## config.mk

```make
export PLATFORM = sky130hd
export DESIGN_NAME = rr_arb_mux
export DESIGN_NICKNAME = d
export VERILOG_FILES = /design/src/rtl/rr_arb_mux.sv
export SDC_FILE = /design/constraint.sdc
export NUM_CORES = 1
export LEC_CHECK = 0
export BUFFER_PORTS_ARGS = -buffer_cell sky130_fd_sc_hd__buf_2
export CAP_MARGIN = 20
export CORE_MARGIN = 10
export CORE_UTILIZATION = 38
export CTS_CLUSTER_SIZE = 12
export DETAILED_ROUTE_END_ITERATION = 8
export PLACE_DENSITY = 0.77
export SETUP_SLACK_MARGIN = 0.05
export SLEW_MARGIN = 10
export SYNTH_ARGS = -nofsm -noshare
export SYNTH_HDL_FRONTEND = slang
export SYNTH_SLANG_ARGS = --single-unit
```

## constraint.sdc

```tcl
create_clock -name clk -period 1.8 [get_ports clk]
set_clock_uncertainty 0.15 [all_clocks]
set_input_delay 0.09 -clock clk [delete_from_list [all_inputs] [get_ports clk]]
set_output_delay 0.09 -clock clk [all_outputs]
set_load 0.01 [all_outputs]
```

## src/rtl/rr_arb_mux.sv

```systemverilog
// Registered N:1 arbitrated multiplexer with valid/ready flow control on every channel.
// A round-robin or fixed-priority arbiter picks one input per cycle into a single output register.
package common_pkg;
    localparam int DEFAULT_D_W = 32;
endpackage

module rr_arb_mux
    import common_pkg::*;
#(
    parameter int N  = 4,
    parameter int W  = DEFAULT_D_W,
    parameter bit RR = 1'b1,
    localparam int L = $clog2(N)
) (
    input  logic                clk,
    input  logic                rst_n,
    input  logic [N-1:0]        i_valid,
    output logic [N-1:0]        i_ready,
    input  logic [N-1:0][W-1:0] i,
    output logic                o_valid,
    input  logic                o_ready,
    output logic [W-1:0]        o,
    output logic [L-1:0]        o_sel
);

    logic [W-1:0] o_q, o_d;
    logic [L-1:0] o_sel_q, o_sel_d;
    logic         o_valid_q, o_valid_d;
    logic [L-1:0] ptr_q, ptr_d;

    logic         load_en;
    logic         grant_valid;
    logic [L-1:0] grant;
    int           base_idx;
    int           scan_idx;

    assign load_en = !o_valid_q || o_ready;

    // Search starts at ptr and wraps at N (not 2^L), so non-power-of-two N never yields an invalid index.
    always_comb begin
        grant_valid = 1'b0;
        grant       = '0;
        base_idx    = RR ? int'(ptr_q) : 0;
        scan_idx    = 0;
        for (int off = 0; off < N; off++) begin
            scan_idx = base_idx + off;
            if (scan_idx >= N) begin
                scan_idx = scan_idx - N;
            end
            if (!grant_valid && i_valid[scan_idx]) begin
                grant_valid = 1'b1;
                grant       = L'(scan_idx);
            end
        end
    end

    // Ready is gated by rst_n so no handshake can be offered while reset is held.
    always_comb begin
        i_ready = '0;
        for (int k = 0; k < N; k++) begin
            i_ready[k] = rst_n && load_en && grant_valid && (grant == L'(k));
        end
    end

    always_comb begin
        o_d       = o_q;
        o_sel_d   = o_sel_q;
        o_valid_d = o_valid_q;
        ptr_d     = ptr_q;
        if (load_en && grant_valid) begin
            o_d       = i[grant];
            o_sel_d   = grant;
            o_valid_d = 1'b1;
            if (RR) begin
                ptr_d = (grant == L'(N - 1)) ? '0 : grant + L'(1);
            end
        end else if (o_ready) begin
            o_valid_d = 1'b0;
        end
    end

    always_ff @(posedge clk or negedge rst_n) begin
        if (!rst_n) begin
            o_q       <= '0;
            o_sel_q   <= '0;
            o_valid_q <= 1'b0;
            ptr_q     <= '0;
        end else begin
            o_q       <= o_d;
            o_sel_q   <= o_sel_d;
            o_valid_q <= o_valid_d;
            ptr_q     <= ptr_d;
        end
    end

    assign o       = o_q;
    assign o_sel   = o_sel_q;
    assign o_valid = o_valid_q;

endmodule

```

; ---- Yosys cells after proc, flatten, opt, wreduce, memory -nomap -nowiden
; Cells that the tools add are included.
[op_classes]
n_reduce_logical = 17
order_cmp = 9
n_eq_ne = 3
muxes = 29
add_sub_neg = 8
[op_table]
columns = cell, n
row1 = two-way mux 32 bit, 5
row2 = "< comparator 32 x 4 -> 1 bit, second input constant", 4
row3 = binary-select mux 32 bit (select 2 bit), 1
row4 = two-way mux 1 bit, 14
row5 = "subtractor 3 x 3 -> 4 bit, second input constant", 3
row6 = logical AND 1 bit, 10
row7 = two-way mux 2 bit, 5
row8 = "greater-or-equal comparator 3 bit, second input constant", 3
row9 = binary-select mux 1 bit (select 2 bit), 4
row10 = "adder 2 x 2 -> 3 bit, second input constant", 2
row11 = "equality test 2 bit, second input constant", 2
row12 = logical NOT 1 bit, 4
row13 = "subtractor 2 x 3 -> 4 bit, second input constant", 1
row14 = "adder 2 x 1 -> 3 bit, second input constant", 1
row15 = "greater-or-equal comparator 2 x 3 -> 1 bit, second input constant", 1
row16 = "< comparator 2 x 3 -> 1 bit, second input constant", 1
row17 = "adder 2 x 1 -> 2 bit, second input constant", 1
row18 = "equality test 2 x 1 -> 1 bit, second input constant", 1
row19 = logical NOT 2 bit, 1
row20 = nonzero test 2 bit, 1
row21 = logical OR 1 bit, 1
[word_totals]
regBits = 37
input_bits = 135
output_inout_bits = 39
elab_cells = 70

; ---- Longest topological paths before layout
[depth]
ltp_word = 17
mapped_depth = 7
mapped_depth_nobuf = 4

; ---- Worst setup path before layout
; No wires, ideal clock.
[synth_path]
path_kind = flip-flop to output port
from = register ptr_q[0]
to = output port i_ready[0]
required_ps = 1560
path_stages_with_launch = 7
path_buffers = 2
path_slack_ps = 153
arrival_ps = 1407
cell_sequence = dfrtp_1 > buf_2 > nand2b_1 > o32ai_2 > clkbuf_1 > nor2_1 > nor2_1
[synth_via]
elab_chain_cells = 17
elab_cells_between_ends = 44
cone_classes = add/sub (7) / order compare (4) / mux (24) / reduce/logical (9)
[synth_lines]
columns = item, line_no
row1 = "start, declared", 29  ; logic [L-1:0] ptr_q, ptr_d;
row2 = "start signal, assigned", 92  ; ptr_q <= ptr_d;
row3 = "parallel branches: the longest is 16 deep, another holds subtractor 3 x 3 -> 4 bit", n/a
row4 = logical AND 1 bit *, 61  ; i_ready[k] = rst_n && load_en && grant_valid && (grant == L'(k));
row5 = "end, declared", 18  ; output logic [N-1:0] i_ready,
; Mark *: on every way between the ends. The select of a mux whose other input is x is not followed.

; ---- Worst setup path in the final report
[layout_path]
from = register ptr_q[0]
to = register o_q[0], in the netlist o[0]
[layout_via]
elab_chain_cells = 17
elab_cells_between_ends = 44
cone_classes = add/sub (7) / order compare (4) / mux (26) / reduce/logical (7)
[layout_lines]
columns = item, line_no
row1 = "parallel branches: the longest is 17 deep, another holds subtractor 3 x 3 -> 4 bit", n/a
row2 = "end signal, assigned", 84  ; o_q <= '0;
row3 = "end signal, assigned", 89  ; o_q <= o_d;
row4 = "end, declared", 26  ; logic [W-1:0] o_q, o_d;
; Several ways; the timed one is not identified. The select of a mux whose other input is x is not followed.
; A chain may end at the register's enable or synchronous reset.

==> run metrics <==
CP Capture Type=flop; Final GP Congestion=0.884; num ports=174; DRT iter0 DRCs=265; CP startpoint kind=flop; Synth cell types=29; Max Buffers Root-to-Sink=2; worst reg-to-reg path cell count=5; clock buffer count from CTS=5; failing checks=negative hold slack, negative setup slack; max_cap viols=0; Peak VDD IR=0.000436 V; Chip Width=103 microns; Fin Setup TNS=-0.0665 ns; area share of the largest cell type after synthesis=35.7%; GRT overflow=0; post-layout instance area=4480 sq um; synth top area cells=dfrtp_1, a31oi_1, a22oi_1; Fmax=546 MHz; Std-Cell Rows=30; CORE AREA=6720 sq um; status=complete, but fails checks; Slew @ Worst Pin=0.449 ns; Worst Path Arrival=1.87 ns; flops & latches, synth=37; Root Driver=clkbuf_8; sw frac=39.1%; RSZ-0062 raised after global routing=yes; most frequent cell after synthesis=a31oi_1; largest net degree at the start of global routing=41; CTS sink cnt=37; CP Data Required Time=1.83 ns; top cells by instance count after synthesis=a31oi_1, nor2_1, dfrtp_1; drt total wl=13300 microns; Crit Path Category=reg -> reg; DRT Pass-1 Iters=5; Clk network pwr share=16.9%; final hold viol count=3; latest clock arrival within the worst-skew pair=0.30 ns; logic gate share of total power=49.6%; Yosys top cell by area=dfrtp_1; DP Wirelength=8350 microns; sequential share of the synthesized area=35.7%; Starting Density=38.6%; synthesized cell area=2590 sq um; sw power=0.00135 W; CTS H-Tree Depth=2; vias per std cell=5.85; max-slew violations=0; Worst Path Max Fanout=10; Buffers on Ports=173; number of synthesized flops with an enable pin=0; Int Pwr=0.00210 W; share of layout cells above drive strength 1=41.7%; pre-CTS WS=0.114 ns; # fillers=501; Post-DP Area=3550 sq um; Area Overhead vs Synth=72.7%; vias in the first global route=3910; antenna violations before repair=0; Total Nets Final=693; Final Util=66.7%; clock-pin slew on the worst setup and hold paths=0.08 ns; gr usage total=23.8%; longest individual stage delay on the worst path=0.50 ns; setup slack after layout=-0.0331 ns; drt wl/cell=20.8 microns; die height=103 microns; PwrDens=770 nW/um^2; Vias=3739; slew margin rel.=70.0%; CP top delay family=compound AO/OA/AOI/OAI gates; top_reg_cell synth=dfrtp_1; crit-path cells=o211a_1 > buf_4 > bufbuf_16 > a22oi_1 > a31oi_1; Worst Path Buf+Inv=2; Synth Area per Inst=8.29 sq um; die area=10500 sq um; Mapped Cells=313; DRC violations left=0; Crit path depth=5; CTS tree=done; Pleak=2.18 nW; CP max-delay cell=dfrtp_2; Final setup viols=4; DRT antenna net count=0; ant diodes=0; Tcrit/Tclk final=102%; crit path time final=1.83 ns; syn_nets=448; share of power burned in registers=33.5%; Worst Hold Margin=-0.00740 ns; first-pass GRT wire length=19800 microns; Min-Delay Path Class=in -> reg; Ys Warns=0; hold depth=3; async set-reset flop share out of synthesis=100%
## sequential cells by signal, indices dropped and copies added, names as in the netlist
register	count
o	32
o_sel	2
o_valid	1
ptr_q	2
## worst min-delay path: cells and delay by family
kind                   cells  cell delay, ns
buffers and inverters      1            0.08
AOI/OAI and AO/OA          2            0.23
## what timing repair did
| action | CTS | global route |
|---|---|---|
| resized for setup | 10 | 6 |
| cloned | 1 | 1 |
| endpoints found under the setup margin | 4 | 36 |
| pin swaps | 3 | 5 |
| setup buffers | 10 | 5 |
| hold buffers | 64 | 0 |
| endpoints found under the hold margin | 70 | 0 |
## logic make-up (layout without fill, tap and decap cells)
| family | after synthesis | in the layout | synth area share (%) |
|---|---|---|---|
| flip-flops | 37 | 37 | 35.7 |
| AND/OR/NAND/NOR | 93 | 93 | 18.8 |
| buffers and inverters | 38 | 283 | 8.82 |
| AO/OA/AOI/OAI | 145 | 146 | 36.7 |
## power by group through the flow
| stage | registers, W | logic [W] | clock network (W) |
|---|---|---|---|
| CTS | 0.00114 | 0.00164 | 0.000591 |
| global placement | 0.00115 | 0.00137 | 0 |
| detailed placement | 0.00116 | 0.00138 | 0 |
| floorplan | 0.00121 | 0.000761 | 0 |
| finish | 0.00115 | 0.00171 | 0.000585 |
| global route | 0.00117 | 0.00185 | 0.000618 |
## cell type report
| type | instances | area, sq um | area share, % |
|---|---|---|---|
| multi-input combinational | 239 | 1490 | 33.3 |
| clock inverter | 3 | 17.5 | 0.391 |
| inverter | 1 | 3.75 | 0.0838 |
| timing repair buffer | 274 | 1870 | 41.7 |
| sequential | 37 | 928 | 20.7 |
| tap | 80 | 100 | 2.23 |
| clock buffer | 5 | 68.8 | 1.54 |
## stage by stage
stage               hold slack, ns  power [W]  instances
CTS                       0.000287    0.00337        634
floorplan                   -0.356    0.00198        313
detailed placement          -0.216    0.00255        551
global route               0.00602    0.00364        639
finish                    -0.00740    0.00345        639
global placement            -0.221    0.00252        551
## cell usage in the layout, fill, tap and decap left out, types with 4 or more instances in the layout
master,instances
dlygate4sd3_1,64
nand2_1,9
dfrtp_1,35
o21ai_1,15
a21oi_1,4
a31oi_1,64
a22oi_1,31
clkbuf_8,5
buf_6,6
and3_1,33
buf_4,27
buf_2,173
nor2_1,39
o21ai_0,21
## routing by layer
| metal | vias to the layer above | global-route usage [%] | part of all wire (%) |
|---|---|---|---|
| li1 | 1687 | - | - |
| met1 | 1733 | 24.8 | 35 |
| met2 | 269 | 42.3 | 50 |
| met3 | 50 | 7.77 | 11 |
| met4 | 0 | 10.8 | 3.5 |
| met5 | - | 0 | 0 |
## final timing paths
check | from | end | slack, ns
worst max-delay path | ptr_q[0] | o[0] | -0.03
worst min-delay path | i[76] | o[12] | -0.007
worst max register to register | ptr_q[0] | o[0] | -0.03
worst min register to register | o_sel[0] | o_sel[0] | 0.34
max in group asynchronous | rst_n | ptr_q[1] | 0.78
min in group asynchronous | rst_n | o_sel[0] | 0.02
Power figures use the tool's default switching activity.
